## config.mk

```make
export PLATFORM = sky130hd
export DESIGN_NAME = cook_timer_ctrl
export DESIGN_NICKNAME = d
export VERILOG_FILES = /design/src/rtl/cook_timer_ctrl.sv
export SDC_FILE = /design/constraint.sdc
export NUM_CORES = 1
export LEC_CHECK = 0
export CAP_MARGIN = 0
export CORE_MARGIN = 10
export CORE_UTILIZATION = 53
export DETAILED_ROUTE_END_ITERATION = 8
export PLACE_DENSITY = 0.85
export SETUP_SLACK_MARGIN = 0.02
export SLEW_MARGIN = 5
export SYNTH_ARGS = -nofsm -noshare
export SYNTH_HDL_FRONTEND = slang
export SYNTH_SLANG_ARGS = --single-unit
```

## constraint.sdc

```tcl
create_clock -name clk -period 3.13 [get_ports clk]
set_clock_uncertainty 0.15 [all_clocks]
set_input_delay 0.7825 -clock clk [delete_from_list [all_inputs] [get_ports clk]]
set_output_delay 0.7825 -clock clk [all_outputs]
set_load 0.01 [all_outputs]
```

## src/rtl/cook_timer_ctrl.sv

```systemverilog
// cook_timer_ctrl: microwave MM:SS BCD cook timer, keypad entry + countdown.
// Ports: clk, clrn (async low), key_valid/key_digit, start, stop_clear,
// door_closed in; min_tens/min_ones/sec_tens/sec_ones, mag_on, done,
// state out. Optional macro QUICK_START_EN: start in IDLE runs 00:30.
module cook_timer_ctrl #(
  parameter int TICK_DIV = 100
) (
  input  logic       clk,
  input  logic       clrn,
  input  logic       key_valid,
  input  logic [3:0] key_digit,
  input  logic       start,
  input  logic       stop_clear,
  input  logic       door_closed,
  output logic [3:0] min_tens,
  output logic [3:0] min_ones,
  output logic [3:0] sec_tens,
  output logic [3:0] sec_ones,
  output logic       mag_on,
  output logic       done,
  output logic [1:0] state
);

  typedef enum logic [1:0] {
    IDLE  = 2'd0,
    SET   = 2'd1,
    RUN   = 2'd2,
    PAUSE = 2'd3
  } state_t;

  localparam int PW =
    (TICK_DIV > 1) ? $clog2(TICK_DIV) : 1;
  localparam logic [PW-1:0] PLAST =
    PW'(TICK_DIV - 1);

  state_t        st;
  logic [PW-1:0] presc;
  logic [15:0]   tm;
  logic          time_zero;
  logic          last_sec;
  logic          start_ok;
  logic          key_ok;
  logic          tick;
  logic [3:0]    d_mt, d_mo, d_st, d_so;

  assign tm        = {min_tens, min_ones,
                      sec_tens, sec_ones};
  assign time_zero = (tm == 16'h0000);
  assign last_sec  = (tm == 16'h0001);
  assign start_ok  = door_closed && !time_zero
                     && (sec_tens <= 4'd5);
  assign key_ok    = key_valid
                     && (key_digit <= 4'd9);
  assign tick      = (st == RUN)
                     && (presc == PLAST);
  assign mag_on    = (st == RUN);
  assign state     = st;

  // BCD borrow chain, one second down
  always_comb begin
    d_mt = min_tens;
    d_mo = min_ones;
    d_st = sec_tens;
    d_so = sec_ones - 4'd1;
    if (sec_ones == 4'd0) begin
      d_so = 4'd9;
      d_st = sec_tens - 4'd1;
      if (sec_tens == 4'd0) begin
        d_st = 4'd5;
        d_mo = min_ones - 4'd1;
        if (min_ones == 4'd0) begin
          d_mo = 4'd9;
          d_mt = min_tens - 4'd1;
        end
      end
    end
  end

  always_ff @(posedge clk or negedge clrn) begin
    if (!clrn) begin
      st       <= IDLE;
      presc    <= '0;
      min_tens <= 4'd0;
      min_ones <= 4'd0;
      sec_tens <= 4'd0;
      sec_ones <= 4'd0;
      done     <= 1'b0;
    end else begin
      done <= 1'b0;
      unique case (st)
        IDLE, SET: begin
          if (stop_clear) begin
            st       <= IDLE;
            min_tens <= 4'd0;
            min_ones <= 4'd0;
            sec_tens <= 4'd0;
            sec_ones <= 4'd0;
          end else if (start) begin
            if (st == SET && start_ok) begin
              st    <= RUN;
              presc <= '0;
            end
`ifdef QUICK_START_EN
            else if (st == IDLE && door_closed
                     && time_zero) begin
              st       <= RUN;
              presc    <= '0;
              sec_tens <= 4'd3;
            end
`endif
          end else if (key_ok) begin
            min_tens <= min_ones;
            min_ones <= sec_tens;
            sec_tens <= sec_ones;
            sec_ones <= key_digit;
            st       <= SET;
          end
        end
        RUN: begin
          // door opening pauses before any tick
          if (stop_clear || !door_closed) begin
            st <= PAUSE;
          end else if (tick) begin
            presc <= '0;
            if (last_sec) begin
              sec_ones <= 4'd0;
              st       <= IDLE;
              done     <= 1'b1;
            end else begin
              min_tens <= d_mt;
              min_ones <= d_mo;
              sec_tens <= d_st;
              sec_ones <= d_so;
            end
          end else begin
            presc <= presc + 1'b1;
          end
        end
        PAUSE: begin
          if (stop_clear) begin
            st       <= IDLE;
            min_tens <= 4'd0;
            min_ones <= 4'd0;
            sec_tens <= 4'd0;
            sec_ones <= 4'd0;
          end else if (start && start_ok) begin
            st <= RUN;
          end
        end
      endcase
    end
  end

endmodule

```

Word-level counts from Yosys, hierarchy flattened

Cells that the tools add are included.

Latch bits: 0
Memories: 0
Memory bits (read-only): 0
Word-level logic and storage cells: 116
Memory bits (writable): 0
Output and inout bits: 20
Register bits after elaboration: 26

Div/mod/pow operators: 0
Multiplexer cells: 58
Bitwise gates (word level): 0
Reductions and logical operators: 22
Multipliers: 0
Equality and inequality tests: 22
Shifts and indexed selects: 0
Add/subtract/negate cells: 5
$lt $le $gt $ge: 2

Operator list:

| cell                                                                             | number |
|---|---|
| 4-bit two-way mux                                                                | 34 |
| 4-bit case mux with 3 select lines                                               | 4 |
| 7-bit two-way mux                                                                | 5 |
| 2-bit two-way mux                                                                | 9 |
| 16-bit by 1-bit equality test with 1-bit output, second input constant           | 1 |
| 16-bit zero test                                                                 | 1 |
| 4-bit by 1-bit subtractor with 4-bit output, second input constant               | 4 |
| 5-bit AND reduction                                                              | 3 |
| 7-bit case mux with 2 select lines                                               | 1 |
| 4-bit zero test                                                                  | 3 |
| 2-bit != test, second input constant                                             | 6 |
| 3-bit != test, second input constant                                             | 3 |
| 9-bit AND reduction                                                              | 1 |
| 2-bit by 1-bit != test with 1-bit output, second input constant                  | 4 |
| 4-bit != test, second input constant                                             | 2 |
| 8-bit AND reduction                                                              | 1 |
| 7-bit by 1-bit adder with 7-bit output, second input constant                    | 1 |
| 7-bit equality test, second input constant                                       | 1 |
| 7-bit AND reduction                                                              | 1 |
| 1-bit logical AND                                                                | 6 |
| 3-bit by 1-bit != test with 1-bit output, second input constant                  | 2 |
| 2-bit case mux with 3 select lines                                               | 1 |
| 2-bit equality test, second input constant                                       | 2 |
| 4-bit by 3-bit less-or-equal comparator with 1-bit output, second input constant | 1 |
| other kinds (8)                                                                  | 12 |

Logic depth before layout (Yosys ltp)

Gate-level depths: netlist of run 1.

Depth after elaboration: 9
Mapped depth: 8
Mapped depth without buffers: 7

Worst setup path after synthesis of run 1

OpenSTA, ideal clock, no wires.

Path kind: reg-to-reg
Start: register sec_ones[0]
End: register min_ones[2]
Setup time: 0.125 ns
Period minus slack after synthesis: 2.309 ns
Arrival time: 2.034 ns
Slack: 0.821 ns
Buffers on the path: 0
Cell stages (with the launch flop): 8
Cell sequence: dfrtp_1 -> inv_1 -> ha_1 -> or3b_2 -> a31oi_1 -> a21oi_1 -> nor2_4 -> mux2_2

Cells in the longest elaborated chain, start to end: 3
Elaborated cells between the ends (all ways): 5
Classes of those cells: eq/ne (3); reduce/logical (2)

Ends and longest elaborated chain:

| what                                                                                       | line   | RTL |
|---|---|---|
| from (decl)                                                                                | 18     | `output logic [3:0] sec_ones,` |
| from (signal assigned)                                                                     | 115    | `sec_ones <= key_digit;` |
| from (signal assigned)                                                                     | 133    | `sec_ones <= d_so;` |
| 16-bit by 1-bit equality test with 1-bit output / 4-bit zero test (equally long branches)  | 49, 65 |  |
| 2-bit != test (no line) / 2-bit by 1-bit != test with 1-bit output (equally long branches) | --     |  |
| 8-bit AND reduction (no line) *                                                            | --     |  |
| to (signal assigned)                                                                       | 113    | `min_ones <= sec_tens;` |
| to (signal assigned)                                                                       | 131    | `min_ones <= d_mo;` |
| to (decl)                                                                                  | 16     | `output logic [3:0] min_ones,` |

Every way passes the cells marked *; elsewhere a longest branch is shown, timed or not.
A chain may end at the register's enable or synchronous reset.

Final worst setup path of run 1

Start: register st[0] (netlist: state[0])
End: output port mag_on

Cells in the longest elaborated chain, start to end: 1

Ends and longest elaborated chain:

| what                   | line | RTL |
|---|---|---|
| from (decl)            | 36   | `state_t st;` |
| from (signal assigned) | 81   | `st <= IDLE;` |
| from (signal assigned) | 93   | `st <= IDLE;` |
| from (signal assigned) | 100  | `st <= RUN;` |
| 2-bit equality test    | 56   | `assign mag_on = (st == RUN);` |
| to (decl)              | 19   | `output logic mag_on,` |

Every way passes these cells.

==> reports/results.ini, run 1 <==
[outcome]
status = finished clean

[sta]
finalSetupTns_ns = 0
slew_viol_final = 0
worstMarginPinSlew_ns = 0.612
fin_crit_sh_pct = 86.2
hold_violations = 0
finalSetupViolCount = 0
rsz0062_at_grt = false
timing.fmax_mhz = 370
relSlewSlack_pct = 58.6
fin_hold_ws_ns = 0.351
fin_crit_ns = 2.70

[layout]
multi_input_area_um2 = 1070
nets = 253
num_antenna_cells = 0
areaGrowthSynthToFinish_pct = 22.0
final_util_pct = 66.2
nFillCells = 295
design_area_um2 = 2190
register_area_um2 = 651
drive_gt1_share_pct = 9.87

[floorplanning]
core_area_um2 = 3310
die_w_um = 78.2
start_util_pct = 54.3
dieArea_um2 = 6120
placement_rows = 21
io_pins = 30
die_y_um = 78.2

[placement]
io_buffers = 29
dp_hpwl_um = 3430
placed_area_um2 = 2140
gp_congestion = 0.821

[routing]
routed_wl_um = 4610
via_per_inst = 6.08
dr.pass1.iters = 4
vias = 1697
drt_iter0_markers = 112
detail-route-antenna-nets = 0
drc = 0
avgRoutedWirePerCell_um = 16.5

[synth]
syn_avg_cell_area_um2 = 8.85
ys.warnings.count = 0
synth_edf_count = 0
yosysTopAreaCell = dfrtp_1
yosys-top-cells-area = dfrtp_1, ha_1, a21oi_1
synth_top_area_share_pct = 36.2
yosysSeqAreaShare_pct = 36.2
synth_seq_cells = 26
synth.distinct_cells = 51
ys.flop_type = dfrtp_1
syn_area_um2 = 1800
async_flop_share_pct = 100
syn_inst = 203
synth_nets = 222

[setup_path]
crit_path_end_kind = primary output
cp.arrival_ns = 1.77
r2r_start = sec_ones[0]
crit_fanout = 8
r2r_slack_ns = 0.61
timing.rr.end = min_ones[3]
cp-start-kind = flop
rr_worst_depth = 7
required_ns = 2.20
path_class = flop to primary output

[global_route]
grt_max_degree = 27
grt_use_total_pct = 15.0
grt_pass1_wl_um = 7760
antenna_found_initial = 0
grt_pass1_vias = 1600
gr-total-overflow = 0

[hold_path]
min_to = presc[6]
hold_depth = 1
min-delay-start = presc[6]
worstHoldPathType = flop to flop

[power_and_ir_drop]
p_leak_nw = 0.921
power_density_nw_per_um2 = 994
power_mw = 2.18
ir_drop_uv = 500

[cts]
clockBufferDepth = 2
worstSkewPairLatency_ns = 0.33
clk_pin_slew_ns = 0.15
cts_hold_buf = 0
cts_setup_buffers = 0
cts_tree = done
ctsResizeCount = 0
cts_sinks = 26
cts_root_buffer = clkbuf_4
htree_levels = 1
numCtsBuffers = 3

[job]
maxCapViolations = 0

worst max path at each step:
stage	endpoint	depth (start not counted)	from
2_1_floorplan	min_ones[2]	7	sec_ones[0]
3_3_place_gp	min_tens[3]	6	stop_clear
3_5_place_dp	min_tens[3]	6	stop_clear
4_1_cts	mag_on	3	state[0]
5_1_grt	mag_on	3	state[0]
6_report	mag_on	3	state[0]
layout make-up:
class / instances / share of cell area [%]
clock buffer: 3 / 1.03
clock inverter: 1 / 1.37
inverter: 14 / 2.40
multi-input combinational: 157 / 48.6
sequential: 26 / 29.7
tap: 46 / 2.63
timing repair buffer: 32 / 14.3
state kept, by name (all words and copies together), names as in the netlist:
signal    cells
sec_tens      4
min_ones      4
min_tens      4
sec_ones      4
done          1
state         2
presc         7
power breakdown:
group,total [mW],switching (mW),internal (mW)
registers,0.648,0.195,0.453
logic,1.29,0.670,0.620
clock network,0.241,0.111,0.130
total,2.18,0.976,1.20
kinds of logic after synthesis:
group                    count (synthesis)  synth area share, %
AND/OR/NAND/NOR                         74                 23.9
AO/OA/AOI/OAI                           65                 23.7
flip-flops                              26                 36.2
buffers and inverters                   20                 4.46
adder cells (fa/ha/maj)                  9                 6.27
multiplexers                             8                 4.94
XOR/XNOR                                 1                0.488
cells in the mapped netlist (3+ instances only):
cell type,instances
nand3b_1,3
inv_1,13
nor3_1,6
ha_1,9
a22o_1,3
a32oi_1,4
nand3_1,7
nand2_1,12
nand2b_1,3
nor2_1,17
mux2i_1,4
o21ai_0,17
a21oi_1,20
clkbuf_1,4
mux2_2,3
nor3b_1,5
dfrtp_1,26
o31ai_1,6
metal layers:
metal,routed length (um),part of all wire (%),vias to the layer above,global-route usage [%]
met5,0,0,-,0
met4,73,1.6,0,5.20
met3,332,7.2,9,3.42
met2,2210,48,60,24.4
met1,1990,43,817,19.0
li1,-,-,811,-
per-stage QoR:
| step | instances | setup WS, ns |
|---|---|---|
| 6_report | 279 | 0.431 |
| 5_1_grt | 279 | 0.352 |
| 4_1_cts | 279 | 0.430 |
| 3_5_place_dp | 275 | 0.192 |
| 3_3_place_gp | 275 | 0.235 |
| 2_1_floorplan | 203 | 0.821 |
placed cells by master (no fill, tap or decap), drive strengths merged, types with 3 or more instances in the layout:
cell type,count
clkdlybuf4s50,29
dfrtp,26
a21oi,20
nor2,20
o21ai,17
inv,14
nand2,12
ha,9
nand3,7
nor3,6
o31ai,6
nor3b,5
a32oi,4
mux2i,4
nand2b,4
mux2,4
nand3b,3
a22o,3
clkbuf,3
buf,3
or3b,3
worst max-delay path, stage by stage (launching register included):
cell and delay (ns):
dfrtp_1 0.48, nand2b_2 0.22, inv_2 0.16, clkdlybuf4s50_1 0.57
Power figures use the tool's default switching activity.
==> run 2, diff against run 1 <==
--- a/config.mk
+++ b/config.mk
@@ -6,8 +6,10 @@
 export NUM_CORES = 1
 export LEC_CHECK = 0
 export CAP_MARGIN = 0
+export CELL_PAD_IN_SITES_DETAIL_PLACEMENT = 0
+export CELL_PAD_IN_SITES_GLOBAL_PLACEMENT = 1
 export CORE_MARGIN = 10
-export CORE_UTILIZATION = 53
+export CORE_UTILIZATION = 40
 export DETAILED_ROUTE_END_ITERATION = 8
 export PLACE_DENSITY = 0.85
 export SETUP_SLACK_MARGIN = 0.02
==> run 2 against run 1 <==
Net effect: critical path depth unchanged; worst setup slack gained 0.060 ns; core utilization fell by 15 points; via count is 4.5% lower; design area rose by 0.80%; critical path type unchanged; largest power group unchanged; highest routed layer unchanged.
==> reports/results.ini, run 2 (synthesis gave the netlist of run 1 again) <==
[layout]
num_antenna_cells = 0  ; unchanged
layout_common_cells = clkdlybuf4s50_1, dfrtp_1, a21oi_1
largest_reg_flops = 7  ; unchanged
areaGrowthSynthToFinish_pct = 23.0
top_register = presc
nets = 254  ; +0.40%
nFillCells = 440  ; +49%
final_common_cell = clkdlybuf4s50_1
drive_gt1_share_pct = 10.3  ; +0.39 points

[floorplanning]
start_util_pct = 41.3  ; -13 points
die_w_um = 87.0  ; +11%
die_y_um = 87.0  ; +11%
dieArea_um2 = 7570  ; +24%
core_area_um2 = 4350  ; +32%
placement_rows = 24  ; +14%
io_pins = 30  ; unchanged

[sta]
fin_crit_sh_pct = 84.3  ; -1.9 points
fin_crit_ns = 2.64  ; -0.0601 ns
timing.fmax_mhz = 379  ; +2.3%
finalSetupViolCount = 0  ; unchanged
rsz0062_at_grt = false
slew_viol_final = 0  ; unchanged
worstMarginPinSlew_ns = 0.564  ; -0.0475 ns
finalSetupTns_ns = 0  ; unchanged
relSlewSlack_pct = 61.9  ; +3.2 points
hold_violations = 0  ; unchanged

[setup_path]
slowest_stage = clkdlybuf4s50_1
cp-start-kind = flop
max_stage_delay_ns = 0.57  ; about the same
required_ns = 2.20  ; about the same
crit_path_cell_trace = nand2b_2 > inv_2 > clkdlybuf4s50_1
cp.arrival_ns = 1.71  ; -0.06 ns
crit_fanout = 8  ; unchanged
path_class = flop to primary output
crit_path_end_kind = primary output

[cts]
ctsResizeCount = 0  ; unchanged
numCtsBuffers = 3  ; unchanged
htree_levels = 1  ; unchanged
cts_tree = done
worstSkewPairLatency_ns = 0.27  ; -0.06 ns
cts_setup_buffers = 0  ; unchanged
cts_hold_buf = 0  ; unchanged
clk_pin_slew_ns = 0.09  ; -0.06 ns
cts_sinks = 26  ; unchanged
cts_root_buffer = clkbuf_8
clockBufferDepth = 2  ; unchanged

[hold_path]
worstHoldPathType = flop to flop

[routing]
routed_wl_um = 4580  ; -0.48%
vias = 1621  ; -4.5%
dr.pass1.iters = 4  ; unchanged
avgRoutedWirePerCell_um = 16.0  ; -2.9%
drc = 0  ; unchanged
detail-route-antenna-nets = 0  ; unchanged
drt_iter0_markers = 76  ; -32%
via_per_inst = 5.67  ; -6.8%

[power_and_ir_drop]
power_mw = 2.16  ; -0.94%
power_density_nw_per_um2 = 977  ; -1.7%
p_leak_nw = 0.927  ; +0.64%
ir_drop_uv = 461  ; -7.7%

[global_route]
grt_max_degree = 27  ; unchanged
grt_pass1_wl_um = 8040  ; +3.6%
antenna_found_initial = 0  ; unchanged
grt_pass1_vias = 1644  ; +2.8%
grt_use_total_pct = 12.8  ; -2.2 points
gr-total-overflow = 0  ; unchanged

[placement]
dp_hpwl_um = 3390  ; -1.2%
gp_congestion = 0.814  ; -0.89%
io_buffers = 29  ; unchanged

[outcome]
status = finished clean

[job]
maxCapViolations = 0  ; unchanged

==> run 2: cell type report <==
class / instances / area [um2] / share of cell area [%]
Multi-Input combinational cell: 157 / 1070 / 48.2
Sequential cell: 26 / 651 / 29.4
Timing Repair Buffer: 33 / 320 / 14.5
Tap cell: 52 / 65.1 / 2.94
Clock buffer: 4 / 55.1 / 2.49
Inverter: 14 / 52.6 / 2.38
==> run 2: layer usage <==
metal  up-vias  wire [um]  track usage, %
met4         0         18            2.36
met2        30       2100            19.9
met5         -          0               0
met3         4        248            4.21
met1       773       2210            16.9
li1        814          -               -
==> run 2: metrics by stage <==
stage	util, %	hold slack (ns)	instances	instance area [um2]	worst slack, ns
floorplan	-	0.296	203	1800	0.821
global route	50.7	0.391	286	2210	0.308
detailed placement	49.5	0.330	282	2150	0.206
global placement	49.5	0.321	282	2150	0.233
CTS	50.7	0.343	286	2210	0.462
finish	50.7	0.342	286	2210	0.491
==> run 2: final timing paths <==
| path | cells past startpoint | slack [ns] | from | endpoint |
|---|---|---|---|---|
| max | 3 | 0.49 | state[0] | mag_on |
| min | 1 | 0.34 | presc[6] | presc[6] |
| max reg2reg | 7 | 0.61 | sec_ones[1] | min_ones[2] |
| min reg2reg | 1 | 0.34 | presc[6] | presc[6] |
| max in group asynchronous | 2 | 1.84 | clrn | sec_tens[3] |
| min in group asynchronous | 2 | 0.73 | clrn | presc[3] |
==> run 2: power by group <==
part | total (mW) | switching (mW) | internal, mW
combinational | 1.29 | 0.662 | 0.628
sequential | 0.644 | 0.190 | 0.454
clock | 0.224 | 0.112 | 0.113
total | 2.16 | 0.964 | 1.19
==> run 2: critical path, delay by kind of cell (launching register included) <==
kind | cells | cell delay [ns]
buffers and inverters | 2 | 0.74
flip-flops | 1 | 0.47
AND/OR/NAND/NOR | 1 | 0.23
==> run 3, diff against run 2 <==
--- a/config.mk
+++ b/config.mk
@@ -9,9 +9,9 @@
 export CELL_PAD_IN_SITES_DETAIL_PLACEMENT = 0
 export CELL_PAD_IN_SITES_GLOBAL_PLACEMENT = 1
 export CORE_MARGIN = 10
-export CORE_UTILIZATION = 40
+export CORE_UTILIZATION = 36
 export DETAILED_ROUTE_END_ITERATION = 8
-export PLACE_DENSITY = 0.85
+export PLACE_DENSITY = 0.81
 export SETUP_SLACK_MARGIN = 0.02
 export SLEW_MARGIN = 5
 export SYNTH_ARGS = -nofsm -noshare
==> constraint.sdc (replaced) <==
create_clock -name clk -period 2.4 [get_ports clk]
set_clock_uncertainty 0.15 [all_clocks]
set_input_delay 0.6 -clock clk [delete_from_list [all_inputs] [get_ports clk]]
set_output_delay 0.6 -clock clk [all_outputs]
set_load 0.01 [all_outputs]
==> run 3 against run 2 <==
Net effect: count of clock-buffer cells in the layout shrank 1; largest power group unchanged; design area grew 11%; power grew 45%; final cell count grew 15%; core utilization grew 0.65 points; critical path type is now input pin to flop; first-iteration DRC count grew 16%; sequential share of layout area shrank 3.0 points; combinational power grew 57%; critical endpoint is now min_tens[3]; die area grew 8.5%; register-to-register slack lost 0.52 ns; largest cell class unchanged.
==> reports/results.ini, run 3 (synthesis gave the netlist of run 1 again) <==
[routing]
via_per_inst = 5.29  ; -6.7%
routed_wl_um = 4930  ; +7.5%
dr.pass1.iters = 4  ; unchanged
drc = 0  ; unchanged
avgRoutedWirePerCell_um = 15.0  ; -6.3%
detail-route-antenna-nets = 0  ; unchanged
vias = 1734  ; +7.0%
drt_iter0_markers = 88  ; +16%

[floorplanning]
io_pins = 30  ; unchanged
start_util_pct = 37.5  ; -3.7 points
placement_rows = 25  ; +4.2%
die_y_um = 90.6  ; +4.2%
dieArea_um2 = 8220  ; +8.5%
die_w_um = 90.6  ; +4.2%
core_area_um2 = 4790  ; +9.9%

[sta]
hold_violations = 0  ; unchanged
finalSetupTns_ns = 0  ; unchanged
fin_crit_ns = 2.32
slew_viol_final = 0  ; unchanged
timing.fmax_mhz = 431
relSlewSlack_pct = 71.6  ; +9.8 points
fin_crit_sh_pct = 96.6
fin_hold_ws_ns = 0.344  ; +0.00262 ns
finalSetupViolCount = 0  ; unchanged
worstMarginPinSlew_ns = 0.423  ; -0.141 ns
rsz0062_at_grt = true

[power_and_ir_drop]
p_switching_mw = 1.31  ; +36%
switching_share_pct = 41.8  ; -2.9 points
power_density_nw_per_um2 = 1270  ; +31%
ir_drop_uv = 744  ; +61%
p_leak_nw = 1.07  ; +16%
p_int_mw = 1.83  ; +53%
seq_power_share_pct = 23.8  ; -6.0 points
p_comb_share_pct = 64.5  ; +4.7 points
clkPwrFrac_pct = 11.8  ; +1.4 points

[layout]
nets = 281  ; +11%
num_antenna_cells = 0  ; unchanged
final_common_cell = buf_4
final_util_pct = 51.4  ; +0.65 points
layout_common_cells = buf_4, clkdlybuf4s50_1, dfrtp_1
drive_gt1_share_pct = 20.7  ; +10 points
top_register = presc
nFillCells = 461  ; +4.8%
areaGrowthSynthToFinish_pct = 36.9
largest_reg_flops = 7  ; unchanged

[setup_path]
crit_fanout = 6  ; -2
max_stage_delay_ns = 0.48  ; -0.09 ns
crit_path_end_kind = flop
cp.arrival_ns = 2.34  ; +0.63 ns
cp-start-kind = input pin
required_ns = 2.42  ; +0.22 ns
crit_path_cell_trace = clkdlybuf4s50_1 > and4bb_1 > a211oi_1 > a211o_4 > or2_4 > mux2_4
cpLargestDelayFamily = simple AND/OR/NAND/NOR gates
cp.buffers_inverters = 1  ; -1
slowest_stage = clkdlybuf4s50_1
path_class = input pin to flop

[hold_path]
worstHoldPathType = flop to flop

[outcome]
status = finished clean

[cts]
clk_pin_slew_ns = 0.10  ; about the same
clockBufferDepth = 2  ; unchanged
cts_root_buffer = clkbuf_8
worstSkewPairLatency_ns = 0.27  ; about the same
htree_levels = 1  ; unchanged
cts_sinks = 26  ; unchanged
numCtsBuffers = 3  ; unchanged
cts_tree = done

[placement]
gp_congestion = 0.839  ; +3.0%
io_buffers = 29  ; unchanged
dp_hpwl_um = 3770  ; +11%

[global_route]
grt_use_total_pct = 12.0  ; -0.81 points
antenna_found_initial = 0  ; unchanged
gr-total-overflow = 0  ; unchanged
grt_pass1_wl_um = 8460  ; +5.2%
grt_pass1_vias = 1768  ; +7.5%
grt_max_degree = 27  ; unchanged

[job]
maxCapViolations = 0  ; unchanged

-- run 3: cell count changes in the layout (fill, tap and decap cells not counted), sizes merged --
| cell | previous run | this run |
|---|---|---|
| bufinv | 0 | 1 |
| dlygate4sd2 | 0 | 1 |
| buf | 4 | 31 |
| clkbuf | 4 | 3 |
| clkdlybuf4s50 | 29 | 28 |
-- run 3: cell type report --
class | count | area [um2] | share of cell area (%)
clock buffer | 3 | 41.3 | 1.68
clock inverter | 1 | 30.0 | 1.22
inverter | 14 | 52.6 | 2.14
multi-input combinational | 157 | 1080 | 43.9
sequential | 26 | 651 | 26.4
tap | 67 | 83.8 | 3.41
timing repair buffer | 60 | 522 | 21.2
-- run 3: worst paths after layout --
path	from	slack, ns	endpoint	cells after the start
setup / recovery	door_closed	0.08	min_tens[3]	6
hold / removal	presc[6]	0.34	presc[6]	1
setup reg to reg	sec_ones[1]	0.09	min_ones[3]	7
hold reg to reg	presc[6]	0.34	presc[6]	1
max in group asynchronous	clrn	1.29	sec_tens[2]	2
min in group asynchronous	clrn	0.54	sec_ones[2]	2
-- run 3: what timing repair did --
action,CTS,global route
resized for setup,1,4
buffers inserted,0,0
gates cloned,0,0
hold endpoints to repair,0,0
endpoints found under the setup margin,1,19
hold buffers,0,0
pin swaps,0,1
-- run 3: power by group through the flow --
stage	Combinational [mW]	Sequential, mW	Clock, mW
floorplan	1.11	0.818	0
global placement	1.99	0.752	0
detailed placement	2.01	0.755	0
CTS	2.02	0.745	0.383
global route	2.25	0.776	0.395
finish	2.02	0.746	0.369
-- run 3: routing by layer --
metal / GRT usage [%] / wire length (um) / vias up
li1: - / - / 868
met1: 14.8 / 2250 / 827
met2: 20.3 / 2410 / 37
met3: 3.82 / 246 / 2
met4: 1.46 / 15 / 0
met5: 0 / 0 / -
-- run 3: per-stage QoR --
stage                     cell area (um2)  worst slack (ns)  instances  total power [mW]
after CTS                            2450            0.0259        328              3.15
after detailed placement             2380            -0.278        324              2.77
after floorplan                      1800            0.0914        203              1.93
after global placement               2380            -0.295        324              2.74
after global routing                 2460           -0.0661        328              3.42
final                                2460            0.0806        328              3.14
